===== config.mk =====
export PLATFORM = sky130hd
export DESIGN_NAME = cpu_state_sequencer
export DESIGN_NICKNAME = d
export VERILOG_FILES = /design/src/rtl/cpu_state_sequencer_pkg.sv /design/src/rtl/cpu_state_sequencer_wrap_counter.sv /design/src/rtl/cpu_state_sequencer.sv
export SDC_FILE = /design/constraint.sdc
export NUM_CORES = 1
export LEC_CHECK = 0
export ABC_AREA = 1
export CAP_MARGIN = 25
export CORE_UTILIZATION = 33
export DETAILED_ROUTE_END_ITERATION = 12
export PLACE_DENSITY = 0.64
export SYNTH_ARGS = -nofsm -noshare
export SYNTH_HDL_FRONTEND = slang
export SYNTH_SLANG_ARGS = --single-unit

===== constraint.sdc =====
create_clock -name clk -period 4.2 [get_ports clk]
set_clock_uncertainty 0.05 [all_clocks]
set_input_delay 0.84 -clock clk [delete_from_list [all_inputs] [get_ports clk]]
set_output_delay 0.84 -clock clk [all_outputs]
set_load 0.1 [all_outputs]

===== src/rtl/cpu_state_sequencer_pkg.sv =====
// Shared state encodings and strobe payload for the instruction-cycle sequencer.
package cpu_state_sequencer_pkg;

    localparam int unsigned STATE_W = 3;

    typedef enum logic [STATE_W-1:0] {
        ST_IDLE       = 3'd0,
        ST_FETCH_REQ  = 3'd1,
        ST_FETCH_RECV = 3'd2,
        ST_DECODE     = 3'd3,
        ST_SETUP      = 3'd4,
        ST_EXECUTE    = 3'd5,
        ST_WRITEBACK  = 3'd6
    } state_e;

    typedef struct packed {
        logic fetch_req;
        logic fetch_recv;
        logic decode;
        logic setup;
        logic execute;
        logic writeback;
    } strobes_t;

    // One-hot strobe pattern for a state; IDLE and unused codes give all zeros.
    function automatic strobes_t decode_strobes(input state_e st);
        strobes_t s;
        s = '0;
        case (st)
            ST_FETCH_REQ:  s.fetch_req  = 1'b1;
            ST_FETCH_RECV: s.fetch_recv = 1'b1;
            ST_DECODE:     s.decode     = 1'b1;
            ST_SETUP:      s.setup      = 1'b1;
            ST_EXECUTE:    s.execute    = 1'b1;
            ST_WRITEBACK:  s.writeback  = 1'b1;
            default:       s            = '0;
        endcase
        return s;
    endfunction

endpackage


===== src/rtl/cpu_state_sequencer_wrap_counter.sv =====
// Free-running wrap-around counter with enable and synchronous clear (clear wins).
module wrap_counter #(
    parameter int unsigned WIDTH = 8
) (
    input  logic             clk,
    input  logic             rst_n,
    input  logic             en,
    input  logic             clr,
    output logic [WIDTH-1:0] count
);

    logic [WIDTH-1:0] count_q;
    logic [WIDTH-1:0] count_d;

    always_comb begin
        count_d = count_q;
        if (clr) begin
            count_d = '0;
        end else if (en) begin
            count_d = count_q + WIDTH'(1);
        end
    end

    always_ff @(posedge clk or negedge rst_n) begin
        if (!rst_n) begin
            count_q <= '0;
        end else begin
            count_q <= count_d;
        end
    end

    assign count = count_q;

endmodule


===== src/rtl/cpu_state_sequencer.sv =====
// Instruction-cycle sequencer: fetch handshake, multi-cycle execute wait,
// registered one-hot state strobes, cycle/retired counters and fetch timeout.
module cpu_state_sequencer
    import cpu_state_sequencer_pkg::*;
#(
    parameter int unsigned COUNT_WIDTH   = 32,
    parameter int unsigned FETCH_TIMEOUT = 255
) (
    input  logic                   clk,
    input  logic                   reset,
    input  logic                   run,
    input  logic                   imem_ready,
    input  logic                   exec_done,
    input  logic                   timeout_clear,
    output logic                   fetch_RequestState,
    output logic                   fetch_ReceiveState,
    output logic                   decodeState,
    output logic                   setupState,
    output logic                   executeState,
    output logic                   writebackState,
    output logic                   imem_req,
    output logic                   idle,
    output logic                   fetch_timeout,
    output logic [COUNT_WIDTH-1:0] cycle_count,
    output logic [COUNT_WIDTH-1:0] retired_count
);

    localparam int unsigned WAIT_W = (FETCH_TIMEOUT > 0) ? $clog2(FETCH_TIMEOUT + 1) : 1;

    state_e      state_q, state_d;
    strobes_t    strobes_q, strobes_d;
    logic        idle_q, idle_d;
    logic        fetch_timeout_q, fetch_timeout_d;
    logic [WAIT_W-1:0] wait_count;
    logic        go;
    logic        timeout_hit;
    logic        wait_en;

    // imem_ready on the limit cycle beats the timeout
    assign timeout_hit = (FETCH_TIMEOUT != 0) && (state_q == ST_FETCH_RECV) && !imem_ready
                         && (wait_count == WAIT_W'(FETCH_TIMEOUT));
    assign wait_en     = (state_q == ST_FETCH_RECV) && !imem_ready && !timeout_hit;
    // A same-cycle clear releases the sticky timeout for the issue decision too
    assign go          = run && (!fetch_timeout_q || timeout_clear);

    always_comb begin
        state_d         = state_q;
        fetch_timeout_d = fetch_timeout_q;
        case (state_q)
            ST_IDLE:       if (go) state_d = ST_FETCH_REQ;
            ST_FETCH_REQ:  state_d = ST_FETCH_RECV;
            ST_FETCH_RECV: begin
                if (imem_ready) begin
                    state_d = ST_DECODE;
                end else if (timeout_hit) begin
                    state_d = ST_IDLE;
                end
            end
            ST_DECODE:     state_d = ST_SETUP;
            ST_SETUP:      state_d = ST_EXECUTE;
            ST_EXECUTE:    if (exec_done) state_d = ST_WRITEBACK;
            ST_WRITEBACK:  state_d = go ? ST_FETCH_REQ : ST_IDLE;
            default:       state_d = ST_IDLE;
        endcase

        if (timeout_clear) begin
            fetch_timeout_d = 1'b0;
        end else if (timeout_hit) begin
            fetch_timeout_d = 1'b1;
        end

        strobes_d = decode_strobes(state_d);
        idle_d    = (state_d == ST_IDLE);
    end

    always_ff @(posedge clk or negedge reset) begin
        if (!reset) begin
            state_q         <= ST_IDLE;
            strobes_q       <= '0;
            idle_q          <= 1'b1;
            fetch_timeout_q <= 1'b0;
        end else begin
            state_q         <= state_d;
            strobes_q       <= strobes_d;
            idle_q          <= idle_d;
            fetch_timeout_q <= fetch_timeout_d;
        end
    end

    wrap_counter #(.WIDTH(COUNT_WIDTH)) u_cycle_cnt (
        .clk   (clk),
        .rst_n (reset),
        .en    (state_q != ST_IDLE),
        .clr   (1'b0),
        .count (cycle_count)
    );

    wrap_counter #(.WIDTH(COUNT_WIDTH)) u_retired_cnt (
        .clk   (clk),
        .rst_n (reset),
        .en    (state_q == ST_WRITEBACK),
        .clr   (1'b0),
        .count (retired_count)
    );

    wrap_counter #(.WIDTH(WAIT_W)) u_wait_cnt (
        .clk   (clk),
        .rst_n (reset),
        .en    (wait_en),
        .clr   (!wait_en),
        .count (wait_count)
    );

    assign fetch_RequestState = strobes_q.fetch_req;
    assign fetch_ReceiveState = strobes_q.fetch_recv;
    assign decodeState        = strobes_q.decode;
    assign setupState         = strobes_q.setup;
    assign executeState       = strobes_q.execute;
    assign writebackState     = strobes_q.writeback;
    assign imem_req           = strobes_q.fetch_req;
    assign idle               = idle_q;
    assign fetch_timeout      = fetch_timeout_q;

endmodule


# --- Word level (Yosys, flattened, before mapping) ---
# Cells that the tools add are included.
totals:
  register_bits: 83
  latch_bits: 0
  ram_bits: 0
  mem_bits_ro: 0
  output_inout_bits: 73
  elab_cells: 55
  n_memories: 0
op_classes:
  addsub: 3
  n_mul: 0
  div: 0
  n_lt_le_gt_ge: 0
  eq_ne: 13
  shift: 0
  muxes: 15
  n_bitwise: 0
  reduce_logical: 12
ops:
  columns: ["cell", "n"]
  rows:
  - ["$add 32x1->32 const B", 2]
  - ["$pmux 3 s7", 1]
  - ["$eq 3x3->1 const B", 6]
  - ["$eq 3x2->1 const B", 4]
  - ["$mux 3", 4]
  - ["$mux 1", 9]
  - ["$add 8x1->8 const B", 1]
  - ["$eq 8x8->1 const B", 1]
  - ["$mux 8", 1]
  - ["$eq 3x1->1 const B", 2]
  - ["$logic_not 3->1", 2]
  - ["$logic_and 1x1->1", 4]
  - ["$logic_not 1->1", 3]
  - ["$reduce_bool 3->1", 1]
  - ["$reduce_bool 2->1", 1]
  - ["$logic_or 1x1->1", 1]

# --- Depth between registers and ports, before layout ---
logic_depth:
  word_depth: 8
  ltp_mapped: 10
  ltp_nobuf: 10

# --- By module ---
# A second synthesis with hierarchy kept.
hier_totals:
  hier_cells: 666
  area_unflattened_um2: 4765.8
modules_own_cells:
  columns: ["module", "n_inst", "cells_each", "area_each_um2", "seq_area_each_um2"]
  rows:
  - ["wrap_counter (u_cycle_cnt ...)", 2, 273, 1889.3, 800.8]
  - ["cpu_state_sequencer", 1, 60, 514.2, 276.5]
  - ["wrap_counter (u_wait_cnt)", 1, 60, 473.0, 200.2]

# --- Least setup slack after synthesis ---
# Ideal clock, no wire load.
synth_timing:
  path_type: "register to register"
  start: "register u_cycle_cnt.count_q[0] (netlist: u_cycle_cnt.count[0])"
  end: "register u_cycle_cnt.count_q[22] (netlist: u_cycle_cnt.count[22])"
  setup_ns: 0.125
  arrival_ns: 2.138
  t_required_ns: 4.025
  slack_ns: 1.887
  path_stages_with_launch: 9
  n_path_buf: 0
  synth_period_minus_slack_ns: 2.313
  cell_sequence: "dfrtp_1 ha_1 nand2_1 nor2_1 nand2_1 nor2_4 nand3_1 o21ai_0 nand2_1"
synth_between:
  elab_chain_len: 1
synth_lines:
  columns: ["element", "line", "text"]
  rows:
  - ["from (decl)", "cpu_state_sequencer_wrap_counter.sv:12", "logic [WIDTH-1:0] count_q;"]
  - ["from (signal assigned)", "cpu_state_sequencer_wrap_counter.sv:28", "count_q <= count_d;"]
  - ["$add 32x1->32", "cpu_state_sequencer_wrap_counter.sv:20", "count_d = count_q + WIDTH'(1);"]
# Every way passes these cells.
# A chain may end at the register's enable or synchronous reset.

# --- Final worst setup path ---
layout_timing:
  start: "register idle_q (netlist: idle)"
  end: "output port idle"
layout_lines:
  columns: ["element", "line", "text"]
  rows:
  - ["from (decl)", "cpu_state_sequencer.sv:32", "logic idle_q, idle_d;"]
  - ["from (signal assigned)", "cpu_state_sequencer.sv:85", "idle_q <= idle_d;"]
  - ["to (decl)", "cpu_state_sequencer.sv:22", "output logic idle,"]
# No word-level cell between the ends.

==> flow_summary.json <==
{
  "grt_overflow": 0,
  "totalWireLength_um": 10530,
  "cts_tree": "built",
  "grt_max_degree": 70,
  "required_ns": 3.31,
  "initial_core_util_pct": 33.82,
  "netlist_top_cells_area": "dfrtp_1 (46%), nand2_1 (16%), nor2_1 (8.0%)",
  "cts.path.max_buffers": 2,
  "yosys.area_share.simple_pct": 37.37,
  "synth_nets": 590,
  "synth_top_area_share_pct": 45.81,
  "rr_startpoint": "u_cycle_cnt.count[0]$_DFFE_PN0N_",
  "power.total_mw": 2.801,
  "yosysSeqAreaShare_pct": 46.40,
  "critPathMaxStageDelay_ns": 1.12,
  "yosys-mux-area-fraction_pct": 0,
  "sw_frac_of_total_pct": 44.98,
  "drc_errors": 0,
  "reg2regPathDepth": 8,
  "clkTransAtPathRegs_ns": 0.06,
  "post_synth.cell_area_avg_um2": 7.710,
  "final_common_cell": "nand2_1",
  "ant_nets": 0,
  "yosys_register_bits": 83,
  "synthAdderAreaFrac_pct": 0.8380,
  "setup-violations-final": 0,
  "critPathCaptureType": "output pin",
  "most-common-layout-cells": "nand2_1 (192), nor2_1 (96), dfrtp_1 (82)",
  "synth.distinct_cells": 32,
  "synth_compound_area_share_pct": 1.676,
  "final_util_pct": 43.45,
  "path_buf_inv": 1,
  "finalCritPeriodShare_pct": 68.47,
  "fin_tns_setup_ns": 0,
  "clock.fmax_ghz": 0.3478,
  "nets": 678,
  "arrival_ns": 1.99,
  "synth_cells": 581,
  "firstDrtPassIters": 5,
  "htreeDepth": 3,
  "hp-class": "input pin to async pin",
  "clk_latency_ns": 0.34,
  "avgViaCountPerCell": 4.708,
  "critPathMaxFanout": 1,
  "diodes": 0,
  "p_clk_share_pct": 25.6,
  "maxCapViolCount": 0,
  "antenna_found_initial": 0,
  "crit_path_start_kind": "flip-flop",
  "synth_edf_count": 0,
  "fp.coreArea_um2": 13240,
  "reg2reg_to": "u_cycle_cnt.count[22]$_DFFE_PN0N_",
  "drt_iter0_markers": 322,
  "grt_pass1_vias": 3755,
  "peakVddDrop_mv": 0.3417,
  "p_int_mw": 1.541,
  "vias": 3997,
  "synth_top_family_by_area": "simple AND/OR/NAND/NOR gates",
  "io_pins": 79,
  "hold_buffers": 0,
  "hold_viol_final": 0,
  "grt_usage_pct": 15.68,
  "async_reset_ff_share_pct": 100.0,
  "rrSetupSlack_ns": 2.34,
  "relSlewSlack_pct": 30.83,
  "hpwlAfterDp_um": 7920,
  "crit_type": "flip-flop to output pin",
  "die_x_um": 118.5,
  "ys_warn_count": 0,
  "yosysTopAreaCell": "dfrtp_1",
  "leakage_nw": 2.491,
  "cpLargestDelayFamily": "buffers and inverters",
  "slew_violations": 0,
  "gp_congestion": 0.8729,
  "fin_ws_ns": 1.324,
  "tightest_slew_ns": 1.034,
  "rsz0062_at_grt": "false",
  "combPwrFrac_pct": 38.6,
  "clockRootBuffer": "clkbuf_16",
  "cts_resized": 0,
  "status": "completed",
  "grt_pass1_wl_um": 17550,
  "critPathSlowestCell": "clkdlybuf4s50_1",
  "p_switching_mw": 1.260,
  "post_drt_wl_per_cell_um": 12.40,
  "cts_num_sinks": 83,
  "die_y_um": 118.5,
  "syn_area_um2": 4479,
  "syn2layout_area_growth_pct": 28.46,
  "postCtsSetupBuffers": 0,
  "die_area_um2": 14040,
  "period_minus_slack_ns": 2.876,
  "synth_xor_area_share_pct": 7.821,
  "portBuffers": 78,
  "cts_buffers": 9,
  "place_ws_ns": 1.694,
  "seq_power_share_pct": 35.8,
  "path_cells": "clkdlybuf4s50_1",
  "power_density_nw_per_um2": 486.8,
  "ys.flop_type": "dfrtp_1",
  "num_rows": 42,
  "drive_gt1_share_pct": 6.241,
  "fillCellCount": 1320
}
-- worst reg2reg max path: stages (launching register included) --
cell	delay [ns]
dfrtp_1	0.43
ha_1	0.20
nand2_1	0.05
nor2_1	0.20
nand2_1	0.13
nor2_4	0.26
nand3_1	0.19
o21ai_0	0.18
nand2_1	0.07
-- power by group through the flow --
stage | Sequential [mW] | Clock (mW) | Combinational (mW)
3_3_place_gp | 1.02 | 0 | 1.08
6_report | 1.00 | 0.716 | 1.08
5_1_grt | 1.02 | 0.769 | 1.15
2_1_floorplan | 1.52 | 0 | 0.319
4_1_cts | 1.01 | 0.739 | 1.09
3_5_place_dp | 1.02 | 0 | 1.09
-- layout make-up --
class | count | area [µm²] | share of cell area, %
Clock buffer | 12 | 246.5 | 4.284
Clock inverter | 3 | 15.01 | 0.2609
Inverter | 67 | 251.5 | 4.371
Multi-Input combinational cell | 429 | 2137 | 37.14
Sequential cell | 83 | 2078 | 36.12
Tap cell | 176 | 220.2 | 3.827
Timing Repair Buffer | 79 | 805.8 | 14.00
-- cell usage after synthesis (3+ instances only) --
library cell  number
nand2_1          192
nor2_1            96
dfrtp_1           82
inv_1             66
nand3_1           27
xnor2_1           21
xor2_1            19
nand4_1           15
a21oi_1            8
nor2_2             5
nor2_4             5
nor3_1             5
o21ai_0            5
nand3_2            4
ha_1               3
nand2_4            3
nand3b_1           3
nor3b_1            3
-- worst max path at each step --
stage,start,slack (ns),endpoint,cells after the start
CTS,idle$_DFF_PN1_,1.30,idle,1
finish,idle$_DFF_PN1_,1.32,idle,1
detailed placement,u_retired_cnt.count[20]$_DFFE_PN0N_,1.69,retired_count[20],1
global placement,idle$_DFF_PN1_,1.68,idle,1
floorplan,u_cycle_cnt.count[0]$_DFFE_PN0N_,1.89,u_cycle_cnt.count[22]$_DFFE_PN0N_,8
global route,u_retired_cnt.count[20]$_DFFE_PN0N_,1.27,retired_count[20],1
-- sequential cells by signal (all words and copies together), names as in the netlist --
register	flops
fetch_ReceiveState	1
fetch_RequestState	1
decodeState	1
u_retired_cnt.count	32
state_q	3
u_wait_cnt.count	8
setupState	1
u_cycle_cnt.count	32
writebackState	1
fetch_timeout	1
idle	1
executeState	1
-- cell families (layout without fill, tap and decap cells) --
logic type / Yosys count / in the layout
AOI/OAI and AO/OA: 15 / 15
xor gates and xnor gates: 40 / 40
adders and majority gates: 3 / 3
buffers and inverters: 69 / 161
DFF: 83 / 83
and+or+nand+nor: 371 / 371
-- through the flow --
step	std cells	instance area [µm²]	hold slack (ns)
3_5_place_dp	834	5493	0.4022
4_1_cts	849	5754	0.2984
6_report	849	5754	0.3070
5_1_grt	849	5754	0.3130
2_1_floorplan	581	4479	0.3829
3_3_place_gp	833	5465	0.3951
-- metal layers --
metal | GRT usage, % | vias up | share of wire (%)
met5 | 0 | - | 0
met4 | 7.199 | 0 | 2.3
met3 | 3.234 | 20 | 4.7
met2 | 25.74 | 118 | 46
met1 | 19.82 | 1879 | 47
li1 | - | 1980 | -
Note: power is estimated with default switching activity, not from simulation.
